File: config.mk
export PLATFORM = sky130hd
export DESIGN_NAME = obstacle_scheduler
export DESIGN_NICKNAME = d
export VERILOG_FILES = /design/src/rtl/dinorun_pkg.sv /design/src/rtl/obstacle_scheduler_lfsr16.sv /design/src/rtl/obstacle_scheduler.sv
export SDC_FILE = /design/constraint.sdc
export NUM_CORES = 1
export LEC_CHECK = 0
export BUFFER_PORTS_ARGS = -buffer_cell sky130_fd_sc_hd__buf_4
export CORE_MARGIN = 2
export CORE_UTILIZATION = 53
export DETAILED_ROUTE_END_ITERATION = 16
export GPL_TIMING_DRIVEN = 0
export PLACE_DENSITY = 0.75
export SYNTH_ARGS = -nofsm -noshare
export SYNTH_HDL_FRONTEND = slang
export SYNTH_SLANG_ARGS = --single-unit
File: constraint.sdc
create_clock -name clk_i -period 1.75 [get_ports clk_i]
set_input_delay 0.35 -clock clk_i [delete_from_list [all_inputs] [get_ports clk_i]]
set_output_delay 0.35 -clock clk_i [all_outputs]
set_load 0.1 [all_outputs]
File: src/rtl/dinorun_pkg.sv
// dinorun_pkg: shared scheduler state type, LFSR taps and difficulty defaults
package dinorun_pkg;

    typedef enum logic [1:0] {IDLE, COUNT, ISSUE, STALL} sched_state_e;

    localparam logic [15:0] LFSR_MASK       = 16'hB400;
    localparam int          GAP_INIT_DEF    = 90;
    localparam int          GAP_FLOOR_DEF   = 40;
    localparam int          GAP_STEP_DEF    = 5;
    localparam int          RAMP_FRAMES_DEF = 600;

endpackage

File: src/rtl/obstacle_scheduler_lfsr16.sv
// lfsr16: free-running 16-bit Galois LFSR, reloaded with seed only on reset
module lfsr16
    import dinorun_pkg::*;
(
    input  logic        clk_i,
    input  logic        rst_i,
    input  logic [15:0] seed,
    output logic [15:0] state
);

    // shift right every cycle, folding the taps in when a one falls out
    always_ff @(posedge clk_i) begin
        if (rst_i) state <= seed;
        else       state <= (state >> 1) ^ (state[0] ? LFSR_MASK : 16'h0000);
    end

endmodule

File: src/rtl/obstacle_scheduler.sv
// obstacle_scheduler: decides when and into which free slot the next cactus spawns, ramps difficulty
module obstacle_scheduler
    import dinorun_pkg::*;
#(
    parameter int          N_SLOTS     = 3,
    parameter logic [15:0] LFSR_SEED   = 16'hACE1,
    parameter int          GAP_INIT    = GAP_INIT_DEF,
    parameter int          GAP_FLOOR   = GAP_FLOOR_DEF,
    parameter int          GAP_STEP    = GAP_STEP_DEF,
    parameter int          RAMP_FRAMES = RAMP_FRAMES_DEF,
    parameter int          JITTER_BITS = 5
) (
    input  logic               clk_i,
    input  logic               rst_i,
    input  logic               next_frame_i,
    input  logic               run_i,
    input  logic               clear_i,
    input  logic [N_SLOTS-1:0] slot_active_i,
    output logic [N_SLOTS-1:0] spawn_o,
    output logic [1:0]         type_o,
    output logic [8:0]         base_gap_o
);

    localparam logic [8:0] JITTER_MASK = 9'((1 << JITTER_BITS) - 1);

    sched_state_e       state_q, state_d;
    logic [8:0]         cnt_q, cnt_d, reload, stepped_gap;
    logic [9:0]         ramp_q;
    logic [N_SLOTS-1:0] free, pick, spawn_d;
    logic [1:0]         type_d;
    logic [15:0]        lfsr;
    logic               issue_now;

    lfsr16 u_lfsr (
        .clk_i (clk_i),
        .rst_i (rst_i),
        .seed  (LFSR_SEED),
        .state (lfsr)
    );

    assign free        = ~slot_active_i;
    assign pick        = free & (~free + N_SLOTS'(1));
    assign reload      = base_gap_o + (9'(lfsr) & JITTER_MASK);
    assign stepped_gap = (base_gap_o >= 9'(GAP_FLOOR + GAP_STEP)) ? base_gap_o - 9'(GAP_STEP) : 9'(GAP_FLOOR);
    assign issue_now   = (state_q == COUNT && next_frame_i && cnt_q == '0) || state_q == STALL;

    // next state, gap countdown and spawn decision; the pulse is registered on entry to ISSUE
    always_comb begin
        state_d = state_q;
        cnt_d   = cnt_q;
        spawn_d = '0;
        type_d  = type_o;
        if (clear_i) begin
            state_d = IDLE;
            cnt_d   = '0;
        end else if (!run_i) begin
            state_d = IDLE;
        end else if (state_q == IDLE || state_q == ISSUE) begin
            state_d = COUNT;
            cnt_d   = reload;
        end else if (issue_now) begin
            state_d = (|free) ? ISSUE : STALL;
            spawn_d = pick;
            type_d  = (|free) ? lfsr[1:0] : type_o;
        end else if (state_q == COUNT && next_frame_i) begin
            cnt_d = cnt_q - 1'b1;
        end
    end

    // scheduler state and registered outputs
    always_ff @(posedge clk_i) begin
        if (rst_i) begin
            state_q <= IDLE;
            cnt_q   <= '0;
            spawn_o <= '0;
            type_o  <= 2'b00;
        end else begin
            state_q <= state_d;
            cnt_q   <= cnt_d;
            spawn_o <= spawn_d;
            type_o  <= type_d;
        end
    end

    // difficulty ramp: every RAMP_FRAMES running frames the base gap shrinks toward the floor
    always_ff @(posedge clk_i) begin
        if (rst_i || clear_i) begin
            ramp_q     <= '0;
            base_gap_o <= 9'(GAP_INIT);
        end else if (next_frame_i && state_q != IDLE) begin
            if (ramp_q == 10'(RAMP_FRAMES - 1)) begin
                ramp_q     <= '0;
                base_gap_o <= stepped_gap;
            end else begin
                ramp_q <= ramp_q + 1'b1;
            end
        end
    end

endmodule
==> impl_metrics.env, run 1 <==
export IMPL_run_status="finished with violations"
export IMPL_violations="negative setup slack"
export IMPL_hold_slack_ns=0.205
export IMPL_unrepaired_setup_endpoints_after_global_routing="yes"
export IMPL_grt_pass1_vias=2007
export IMPL_worstPathCellList="inv_2 -> ha_4 -> nor3b_4 -> a41oi_2 -> nor4_4 -> mux2i_1 -> nor2_1"
export IMPL_drt_iter0_markers=154
export IMPL_gp_congestion=0.832
export IMPL_cts_path_max_buffers=2
export IMPL_skew_ns=0.00959
export IMPL_critical_path_arrival_ns=2.01
export IMPL_wl_mm=5.71
export IMPL_floorplan_initialDensity_pct=55.0
export IMPL_global_route_wire_length_before_repair_mm=9.27
export IMPL_net_count_of_the_mapped_netlist=306
export IMPL_core_area_um2=4720
export IMPL_vdd_ir_drop_max_mv=0.472
export IMPL_maxSlewHeadroom_pct=63.6
export IMPL_worstReg2RegStart="cnt_q[0]$_SDFFE_PP0P_"
export IMPL_ys_seq_area_share_pct=39.3
export IMPL_synth_cell_type_count=65
export IMPL_drive_gt1_share_pct=33.6
export IMPL_timing_rr_end="type_o[1]$_SDFFE_PP0P_"
export IMPL_critical_path_top_delay_family="simple AND/OR/NAND/NOR gates"
export IMPL_p_total_w=0.00223
export IMPL_detail_placement_hpwl_mm=3.87
export IMPL_stdcell_count=397
export IMPL_grt_start_max_net_pins=16
export IMPL_cts_root_buf="sky130_fd_sc_hd__clkbuf_8"
export IMPL_dr_drc_count=0
export IMPL_yosys_warnings=0
export IMPL_cts_hold_fix_buffers=0
export IMPL_hold_depth=2
export IMPL_register_bit_count_reported_by_yosys=51
export IMPL_antenna_left=0
export IMPL_worstSetupPathType="reg2reg"
export IMPL_p_leak_nw=1.21
export IMPL_number_of_diodes=0
export IMPL_worst_setup_path_end_kind="flip-flop"
export IMPL_layout_cells_most_common="sky130_fd_sc_hd__dfxtp_1"
export IMPL_logic_depth_of_the_worst_register_to_register_path=7
export IMPL_groute_usage_overall_pct=21.7
export IMPL_netlist_area_um2=2600
export IMPL_final_setup_viol_count=7
export IMPL_num_fill_cells=372
export IMPL_timing_max_cap_violations=0
export IMPL_hold_path_class="in2reg"
export IMPL_chipWidth_um=74.0
export IMPL_maxClockFrequency_ghz=0.551
export IMPL_clock_sink_count=51
export IMPL_yosys_most_used_dff="sky130_fd_sc_hd__dfxtp_1"
export IMPL_dpl_cell_count=375
export IMPL_finalSetupTns_ns=-0.219
export IMPL_setup_slack_of_the_worst_register_to_register_path_ns=-0.07
export IMPL_antenna_violations_before_repair=0
export IMPL_post_synthesis_cells=288
export IMPL_numPortBuffers=20
export IMPL_dr_total_vias=2219
export IMPL_drt_first_pass_iters=4
export IMPL_critical_path_max_stage_delay_ns=0.43
export IMPL_critical_path_required_ns=1.94
export IMPL_post_drt_wl_per_cell_um=14.4
export IMPL_final_max_slew_violation_count=0
export IMPL_final_min_clock_period_ns=1.82
export IMPL_cts_htree_levels=2
export IMPL_overflow=0
export IMPL_whs_endpoint="spawn_o[2]$_SDFF_PP0_"
export IMPL_share_of_async_settable_or_async_resettable_flops_after_synthesis_pct=0
export IMPL_critical_path_slowest_cell="sky130_fd_sc_hd__nor4_4"
export IMPL_clock_transition_time_at_the_flip_flop_clock_pins_of_the_worst_setup_and_hold_paths_ns=0.10
export IMPL_dr_vias_cell=5.59
export IMPL_timing_hold_violations_final=0
export IMPL_setup_slack_ns=-0.0657
export IMPL_critical_path_buf_inv_count=1
export IMPL_placementRows=25
export IMPL_design_die_area_um2=5480
export IMPL_crit_path_max_fanout=3
export IMPL_design_final_nets=348
export IMPL_top_level_ports=22
export IMPL_number_of_enable_type_register_cells_in_the_synthesized_netlist=0
export IMPL_fin_crit_sh_pct=104
export IMPL_worst_setup_path_start_kind="flip-flop"
export IMPL_avgSynthCellArea_um2=9.03
export IMPL_layout_cells_most_common_list="38 x sky130_fd_sc_hd__dfxtp_1, 35 x sky130_fd_sc_hd__buf_4, 30 x sky130_fd_sc_hd__nor2_1"
export IMPL_worstSkewPairLatency_ns=0.31
export IMPL_tritoncts="built"
export IMPL_powerDensity_nw_per_um2=681
export IMPL_tritoncts_num_buffers=5
export IMPL_timing_hold_worst_start="slot_active_i[2]"
export IMPL_synthToLayoutAreaGrowth_pct=25.8
export IMPL_timing_worst_slew_pin_value_ns=0.545
export IMPL_die_height_um=74.0
-- sequential cells by signal, summed over array words and instances (netlist names) --
| register | count |
|---|---|
| base_gap_o | 9 |
| u_lfsr.state | 16 |
| type_o | 2 |
| cnt_q | 9 |
| ramp_q | 10 |
| spawn_o | 3 |
| state_q | 2 |
-- cells by family (layout without fill, tap and decap cells) --
| group | Yosys count | count (layout) | synth area share (%) |
|---|---|---|---|
| AO/OA/AOI/OAI | 69 | 69 | 19.7 |
| XOR/XNOR | 13 | 13 | 4.38 |
| adder cells (fa/ha/maj) | 10 | 10 | 5.10 |
| buffers and inverters | 21 | 63 | 3.66 |
| flip-flops | 51 | 51 | 39.3 |
| multiplexers | 7 | 7 | 2.74 |
| AND/OR/NAND/NOR | 117 | 117 | 25.1 |
-- per-stage QoR --
| step | instance area, um2 | setup slack [ns] | utilization [%] |
|---|---|---|---|
| floorplan | 2640 | -0.224 | - |
| global placement | 2870 | -0.302 | 60.8 |
| detailed placement | 2870 | -0.377 | 60.8 |
| CTS | 3080 | -0.0417 | 65.2 |
| global route | 3270 | -0.137 | 69.3 |
| finish | 3270 | -0.0657 | 69.3 |
-- routing by layer --
metal / vias up / share of wire, % / track usage (%)
met5: - / 0 / 0
li1: 1121 / - / -
met1: 1052 / 50 / 30.2
met2: 38 / 46 / 33.4
met3: 8 / 3.2 / 4.61
met4: 0 / 1.6 / 7.88
-- cells in the mapped netlist, drive strengths merged, types with 2 or more instances --
master | number | area (um2)
ha | 9 | 113
buf | 3 | 27.5
dfxtp | 51 | 1020
a21oi | 16 | 83.8
or3 | 4 | 31.3
nor3b | 3 | 38.8
nor2b | 9 | 56.3
nand3b | 3 | 22.5
o2111a | 2 | 22.5
nand4 | 3 | 18.8
mux2i | 6 | 60.1
inv | 12 | 45.0
nand3 | 6 | 35.0
nand2b | 5 | 31.3
and3 | 6 | 37.5
nor4 | 6 | 52.6
o21ai | 14 | 73.8
xor2 | 6 | 52.6
nand2 | 18 | 67.6
a211oi | 4 | 30.0
o211a | 2 | 20.0
a2111oi | 3 | 45.1
xnor2 | 7 | 61.3
o21a | 5 | 37.5
nor3 | 9 | 55.1
a21o | 4 | 30.0
clkbuf | 5 | 18.8
or2 | 9 | 56.3
nor2 | 33 | 126
o211ai | 3 | 22.5
-- power breakdown --
group / leakage (nW) / internal, W / total (W) / switching, W
Clock: 0.0484 / 0.000361 / 0.000750 / 0.000389
Combinational: 0.741 / 0.000128 / 0.000269 / 0.000141
Sequential: 0.421 / 0.00119 / 0.00121 / 0.0000221
-- area by class of cell --
class,count,area (um2),area share [%]
Buffer,8,52.6,1.61
Inverter,13,51.3,1.57
Sequential cell,51,1050,32.2
Tap cell,67,83.8,2.56
Multi-Input combinational cell,216,1670,50.9
Timing Repair Buffer,35,263,8.03
Clock buffer,6,93.8,2.87
Clock inverter,1,7.51,0.229
-- repair_timing --
| action | CTS | global route |
|---|---|---|
| pin swaps | 5 | 6 |
| hold endpoints to repair | 0 | 0 |
| buffers inserted | 6 | 9 |
| setup endpoints to repair | 16 | 30 |
| resized for setup | 18 | 29 |
-- worst max-delay path by stage --
stage / slack (ns) / from / depth (start not counted) / endpoint
2_1_floorplan: -0.22 / base_gap_o[0]$_SDFFE_PP0P_ / 8 / cnt_q[6]$_SDFFE_PP0P_
3_3_place_gp: -0.30 / u_lfsr.state[0]$_SDFF_PP1_ / 8 / cnt_q[6]$_SDFFE_PP0P_
3_5_place_dp: -0.38 / u_lfsr.state[0]$_SDFF_PP1_ / 8 / cnt_q[6]$_SDFFE_PP0P_
4_1_cts: -0.04 / cnt_q[1]$_SDFFE_PP0P_ / 7 / type_o[0]$_SDFFE_PP0P_
5_1_grt: -0.14 / cnt_q[0]$_SDFFE_PP0P_ / 7 / type_o[1]$_SDFFE_PP0P_
6_report: -0.07 / cnt_q[0]$_SDFFE_PP0P_ / 7 / type_o[1]$_SDFFE_PP0P_
Note: power is estimated with default switching activity, not from simulation.
==> run 2, diff against run 1 <==
--- a/config.mk
+++ b/config.mk
@@ -6,11 +6,13 @@
 export NUM_CORES = 1
 export LEC_CHECK = 0
 export BUFFER_PORTS_ARGS = -buffer_cell sky130_fd_sc_hd__buf_4
-export CORE_MARGIN = 2
+export CORE_MARGIN = 4
 export CORE_UTILIZATION = 53
 export DETAILED_ROUTE_END_ITERATION = 16
 export GPL_TIMING_DRIVEN = 0
+export HOLD_SLACK_MARGIN = 0.12
 export PLACE_DENSITY = 0.75
+export SKIP_CTS_REPAIR_TIMING = 1
 export SYNTH_ARGS = -nofsm -noshare
 export SYNTH_HDL_FRONTEND = slang
 export SYNTH_SLANG_ARGS = --single-unit
==> run 2 against run 1 <==
Net effect:
- the run still ends with negative setup slack left
- sequential share of layout area rose by 0.26 points
- fmax shrank 1.3%
- hold slack is essentially flat
- sequential cell count unchanged
- critical path type unchanged
==> impl_metrics.env, run 2 (synthesis gave the netlist of run 1 again) <==
export IMPL_grt_pass1_vias=2067
export IMPL_p_sw_w=0.000578
export IMPL_clock_sink_count=51
export IMPL_final_min_clock_period_ns=1.84
export IMPL_num_fill_cells=384
export IMPL_overflow=0
export IMPL_numPortBuffers=20
export IMPL_antenna_violations_before_repair=0
export IMPL_maxSlewHeadroom_pct=62.6
export IMPL_drive_gt1_share_pct=31.8
export IMPL_skew_ns=0.00625
export IMPL_critical_path_required_ns=1.94
export IMPL_finalSetupTns_ns=-0.439
export IMPL_dr_drc_count=0
export IMPL_dr_vias_cell=5.54
export IMPL_unrepaired_setup_endpoints_after_global_routing="yes"
export IMPL_power_share_switching_pct=24.9
export IMPL_hold_slack_ns=0.205
export IMPL_worst_setup_path_start_kind="flip-flop"
export IMPL_core_area_um2=4720
export IMPL_final_core_utilization_pct=68.5
export IMPL_layout_cells_most_common="sky130_fd_sc_hd__dfxtp_1"
export IMPL_worstSkewPairLatency_ns=0.31
export IMPL_cts_htree_levels=2
export IMPL_antenna_left=0
export IMPL_number_of_diodes=0
export IMPL_placementRows=25
export IMPL_critical_path_slowest_cell="sky130_fd_sc_hd__dfxtp_2"
export IMPL_final_max_slew_violation_count=0
export IMPL_worst_setup_path_end_kind="flip-flop"
export IMPL_violations="negative setup slack"
export IMPL_tritoncts_num_buffers=5
export IMPL_gp_congestion=0.897
export IMPL_grt_start_max_net_pins=18
export IMPL_tritoncts="built"
export IMPL_cts_root_buf="sky130_fd_sc_hd__clkbuf_8"
export IMPL_dr_total_vias=2200
export IMPL_synthToLayoutAreaGrowth_pct=24.4
export IMPL_powerDensity_nw_per_um2=718
export IMPL_power_sequential_fraction_pct=52.0
export IMPL_fin_crit_sh_pct=105
export IMPL_critical_path_arrival_ns=2.03
export IMPL_layout_cells_most_common_list="39 x sky130_fd_sc_hd__dfxtp_1, 34 x sky130_fd_sc_hd__buf_4, 32 x sky130_fd_sc_hd__nor2_1"
export IMPL_hold_path_class="in2reg"
export IMPL_p_leak_nw=1.21
export IMPL_top_level_ports=22
export IMPL_design_final_nets=347
export IMPL_timing_hold_violations_final=0
export IMPL_worstPathCellList="inv_2 -> ha_4 -> nor3b_4 -> buf_4 -> a31oi_2 -> o21ai_4 -> buf_4 -> buf_4 -> o211ai_1 -> o31ai_1"
export IMPL_clock_network_fraction_of_design_power_pct=36.6
export IMPL_detail_placement_hpwl_mm=3.96
export IMPL_floorplan_initialDensity_pct=55.0
export IMPL_final_setup_viol_count=9
export IMPL_maxClockFrequency_ghz=0.544
export IMPL_layout_top_registers="u_lfsr.state (16), ramp_q (10)"
export IMPL_p_total_w=0.00232
export IMPL_post_drt_wl_per_cell_um=14.8
export IMPL_global_route_wire_length_before_repair_mm=9.69
export IMPL_timing_worst_slew_pin_value_ns=0.561
export IMPL_largest_register="u_lfsr.state"
export IMPL_drt_first_pass_iters=4
export IMPL_drt_iter0_markers=152
export IMPL_run_status="finished with violations"
export IMPL_worstSetupPathType="reg2reg"
export IMPL_hold_depth=2
export IMPL_design_die_area_um2=6090
export IMPL_chipWidth_um=78.0
export IMPL_critical_path_max_stage_delay_ns=0.36
export IMPL_logic_depth_of_the_worst_register_to_register_path=10
export IMPL_cts_path_max_buffers=2
export IMPL_crit_path_max_fanout=5
export IMPL_cpMostUsedCell="sky130_fd_sc_hd__buf_4"
export IMPL_setup_slack_ns=-0.0887
export IMPL_wl_mm=5.88
export IMPL_groute_usage_overall_pct=19.8
export IMPL_timing_max_cap_violations=0
export IMPL_placedInstanceArea_um2=2870
export IMPL_clock_transition_time_at_the_flip_flop_clock_pins_of_the_worst_setup_and_hold_paths_ns=0.10
export IMPL_cell_internal_pwr_w=0.00174
export IMPL_die_height_um=78.0
export IMPL_post_route_cell_area_um2=3230
export IMPL_vdd_ir_drop_max_mv=0.629
export IMPL_combinationalPowerShare_pct=11.3
export IMPL_largest_register_ff_count=16
run 2: through the flow:
stage                     std cells  worst slack, ns
after floorplan                 288           -0.224
after global placement          375           -0.303
after detailed placement        375           -0.332
after CTS                       383           -0.345
after global routing            397           -0.213
final                           397          -0.0887
run 2: per-layer routing:
metal	vias to the layer above	wire length (um)	GRT usage [%]	part of all wire [%]
met5	-	0	0	0
met4	0	62	7.17	1.1
met3	6	260	4.59	4.4
met2	45	2740	31.0	47
met1	1033	2810	26.6	48
li1	1116	-	-	-
run 2: critical path: cells and delay by family (launching register included):
kind	cells	cell delay, ns
AOI/OAI and AO/OA	4	0.56
adders and majority gates	1	0.15
buffers and inverters	4	0.48
DFF	1	0.36
and+or+nand+nor	1	0.15
run 2: worst paths after layout:
check	startpoint	endpoint	slack (ns)
max reg2reg	cnt_q[0]$_SDFFE_PP0P_	cnt_q[5]$_SDFFE_PP0P_	-0.09
min	slot_active_i[2]	spawn_o[2]$_SDFF_PP0_	0.20
max	cnt_q[0]$_SDFFE_PP0P_	cnt_q[5]$_SDFFE_PP0P_	-0.09
min reg2reg	u_lfsr.state[6]$_SDFF_PP1_	u_lfsr.state[5]$_SDFF_PP1_	0.42
run 2: power by group through the flow:
stage | registers (W) | clock network (W) | logic (W)
after global routing | 0.00121 | 0.000925 | 0.000292
after detailed placement | 0.00124 | 0 | 0.000210
after global placement | 0.00124 | 0 | 0.000206
after floorplan | 0.00123 | 0 | 0.000155
final | 0.00121 | 0.000851 | 0.000263
after CTS | 0.00121 | 0.000873 | 0.000212
run 2: layout make-up:
type                    count  area (um2)  share of cell area, %
plain buffers               8        48.8                   1.51
clock buffers               5        68.8                   2.13
clock inverters             3        47.5                   1.47
inverters                  13        48.8                   1.51
multi-input cells         216        1630                   50.3
flip-flops and latches     51        1050                   32.5
well taps                  67        83.8                   2.59
repair buffers             34         259                   8.01
==> run 3, diff against run 2 <==
==> constraint.sdc (replaced) <==
create_clock -name clk_i -period 1.75 [get_ports clk_i]
set_input_delay 0.0875 -clock clk_i [delete_from_list [all_inputs] [get_ports clk_i]]
set_output_delay 0.0875 -clock clk_i [all_outputs]
set_load 0.1 [all_outputs]
==> run 3 against run 2 <==
Net effect:
- non-clock buffer count is 4 higher
- die area unchanged
- the run still ends with negative setup slack left
- highest routed layer unchanged
- core utilization is 0.85 points higher
- count of clock-buffer cells in the layout is the same
- first-iteration DRC count up 22%
==> impl_metrics.env, run 3 (synthesis gave the netlist of run 1 again) <==
export IMPL_violations="negative setup slack"
export IMPL_groute_usage_overall_pct=19.8
export IMPL_grt_start_max_net_pins=18
export IMPL_dr_total_vias=2220
export IMPL_top_level_ports=22
export IMPL_clock_transition_time_at_the_flip_flop_clock_pins_of_the_worst_setup_and_hold_paths_ns=0.10
export IMPL_worstSetupPathType="reg2reg"
export IMPL_final_setup_viol_count=9
export IMPL_p_leak_nw=1.22
export IMPL_final_min_clock_period_ns=1.84
export IMPL_tritoncts="built"
export IMPL_design_final_nets=351
export IMPL_worstPathCellList="inv_2 -> ha_4 -> nor3b_4 -> buf_4 -> a31oi_2 -> o21ai_4 -> buf_4 -> buf_4 -> o211ai_1 -> o31ai_1"
export IMPL_post_route_cell_area_um2=3270
export IMPL_maxClockFrequency_ghz=0.544
export IMPL_wl_mm=5.93
export IMPL_worst_setup_path_start_kind="flip-flop"
export IMPL_hold_path_class="in2reg"
export IMPL_numPortBuffers=20
export IMPL_dr_drc_count=0
export IMPL_placementRows=25
export IMPL_multiInputGateArea_um2=1630
export IMPL_layout_cells_most_common="sky130_fd_sc_hd__dfxtp_1"
export IMPL_worst_setup_path_end_kind="flip-flop"
export IMPL_dr_vias_cell=5.54
export IMPL_die_height_um=78.0
export IMPL_largest_register="u_lfsr.state"
export IMPL_cts_htree_levels=2
export IMPL_synthToLayoutAreaGrowth_pct=25.9
export IMPL_placedInstanceArea_um2=2870
export IMPL_num_fill_cells=379
export IMPL_chipWidth_um=78.0
export IMPL_grt_pass1_vias=2067
export IMPL_timing_max_cap_violations=0
export IMPL_fin_crit_sh_pct=105
export IMPL_gp_congestion=0.897
export IMPL_number_of_diodes=0
export IMPL_finalSetupTns_ns=-0.436
export IMPL_cts_path_max_buffers=2
export IMPL_critical_path_required_ns=1.94
export IMPL_floorplan_initialDensity_pct=55.0
export IMPL_cpMostUsedCell="sky130_fd_sc_hd__buf_4"
export IMPL_final_max_slew_violation_count=0
export IMPL_skew_ns=0.00825
export IMPL_critical_path_arrival_ns=2.03
export IMPL_timing_hold_violations_final=0
export IMPL_maxSlewHeadroom_pct=62.3
export IMPL_clock_sink_count=51
export IMPL_antenna_left=0
export IMPL_layout_area_seq_um2=1050
export IMPL_vdd_ir_drop_max_mv=0.628
export IMPL_timing_worst_slew_pin_value_ns=0.566
export IMPL_crit_path_max_fanout=5
export IMPL_global_route_wire_length_before_repair_mm=9.69
export IMPL_final_core_utilization_pct=69.3
export IMPL_layout_cells_most_common_list="39 x sky130_fd_sc_hd__dfxtp_1, 34 x sky130_fd_sc_hd__buf_4, 32 x sky130_fd_sc_hd__nor2_1"
export IMPL_largest_register_ff_count=16
export IMPL_setup_slack_ns=-0.0878
export IMPL_worstSkewPairLatency_ns=0.31
export IMPL_core_area_um2=4720
export IMPL_tritoncts_num_buffers=5
export IMPL_run_status="finished with violations"
export IMPL_critical_path_max_stage_delay_ns=0.37
export IMPL_detail_placement_hpwl_mm=3.96
export IMPL_post_drt_wl_per_cell_um=14.8
export IMPL_design_die_area_um2=6090
export IMPL_critical_path_slowest_cell="sky130_fd_sc_hd__dfxtp_2"
export IMPL_unrepaired_setup_endpoints_after_global_routing="yes"
export IMPL_drive_gt1_share_pct=31.4
export IMPL_cts_root_buf="sky130_fd_sc_hd__clkbuf_8"
export IMPL_drt_iter0_markers=186
export IMPL_powerDensity_nw_per_um2=712
export IMPL_layout_top_registers="u_lfsr.state (16), ramp_q (10)"
export IMPL_overflow=0
export IMPL_drt_first_pass_iters=4
export IMPL_antenna_violations_before_repair=0
[run 3: worst max-delay path, delay by kind of cell, from the launching register on]
| kind | cells | cell delay, ns |
|---|---|---|
| AO/OA/AOI/OAI | 4 | 0.56 |
| adder cells (fa/ha/maj) | 1 | 0.15 |
| buffers and inverters | 4 | 0.48 |
| flip-flops | 1 | 0.37 |
| AND/OR/NAND/NOR | 1 | 0.15 |
[run 3: final cells by class]
class                      count  share of cell area [%]
buffer                         8                    1.49
clock buffer                   5                    2.10
clock inverter                 3                    1.45
inverter                      13                    1.49
multi-input combinational    216                    49.7
sequential                    51                    32.1
tap                           67                    2.56
timing repair buffer          38                    9.13
[run 3: worst paths after layout]
kind | from | to | slack [ns] | depth (start not counted)
worst max register to register | cnt_q[0]$_SDFFE_PP0P_ | cnt_q[5]$_SDFFE_PP0P_ | -0.09 | 10
worst max-delay path | cnt_q[0]$_SDFFE_PP0P_ | cnt_q[5]$_SDFFE_PP0P_ | -0.09 | 10
worst min-delay path | rst_i | type_o[1]$_SDFFE_PP0P_ | 0.11 | 2
worst min register to register | u_lfsr.state[6]$_SDFF_PP1_ | u_lfsr.state[5]$_SDFF_PP1_ | 0.42 | 1
[run 3: layer usage]
metal / routed length [um] / track usage [%]
met1: 2810 / 26.6
met2: 2790 / 31.0
met3: 270 / 4.59
met4: 62 / 7.17
met5: 0 / 0
[run 3: report_power, final]
| part | switching (W) | leakage [nW] | internal (W) |
|---|---|---|---|
| Combinational | 0.000141 | 0.745 | 0.000130 |
| Sequential | 0.0000213 | 0.420 | 0.00119 |
| Clock | 0.000418 | 0.0587 | 0.000434 |
[run 3: through the flow]
| step | setup slack (ns) | total power, W | instances | hold WS (ns) |
|---|---|---|---|---|
| 2_1_floorplan | -0.224 | 0.00139 | 288 | 0.157 |
| 3_3_place_gp | -0.303 | 0.00144 | 375 | 0.259 |
| 3_5_place_dp | -0.332 | 0.00145 | 375 | 0.269 |
| 4_1_cts | -0.345 | 0.00229 | 383 | -0.0653 |
| 5_1_grt | -0.213 | 0.00244 | 401 | 0.146 |
| 6_report | -0.0878 | 0.00233 | 401 | 0.105 |
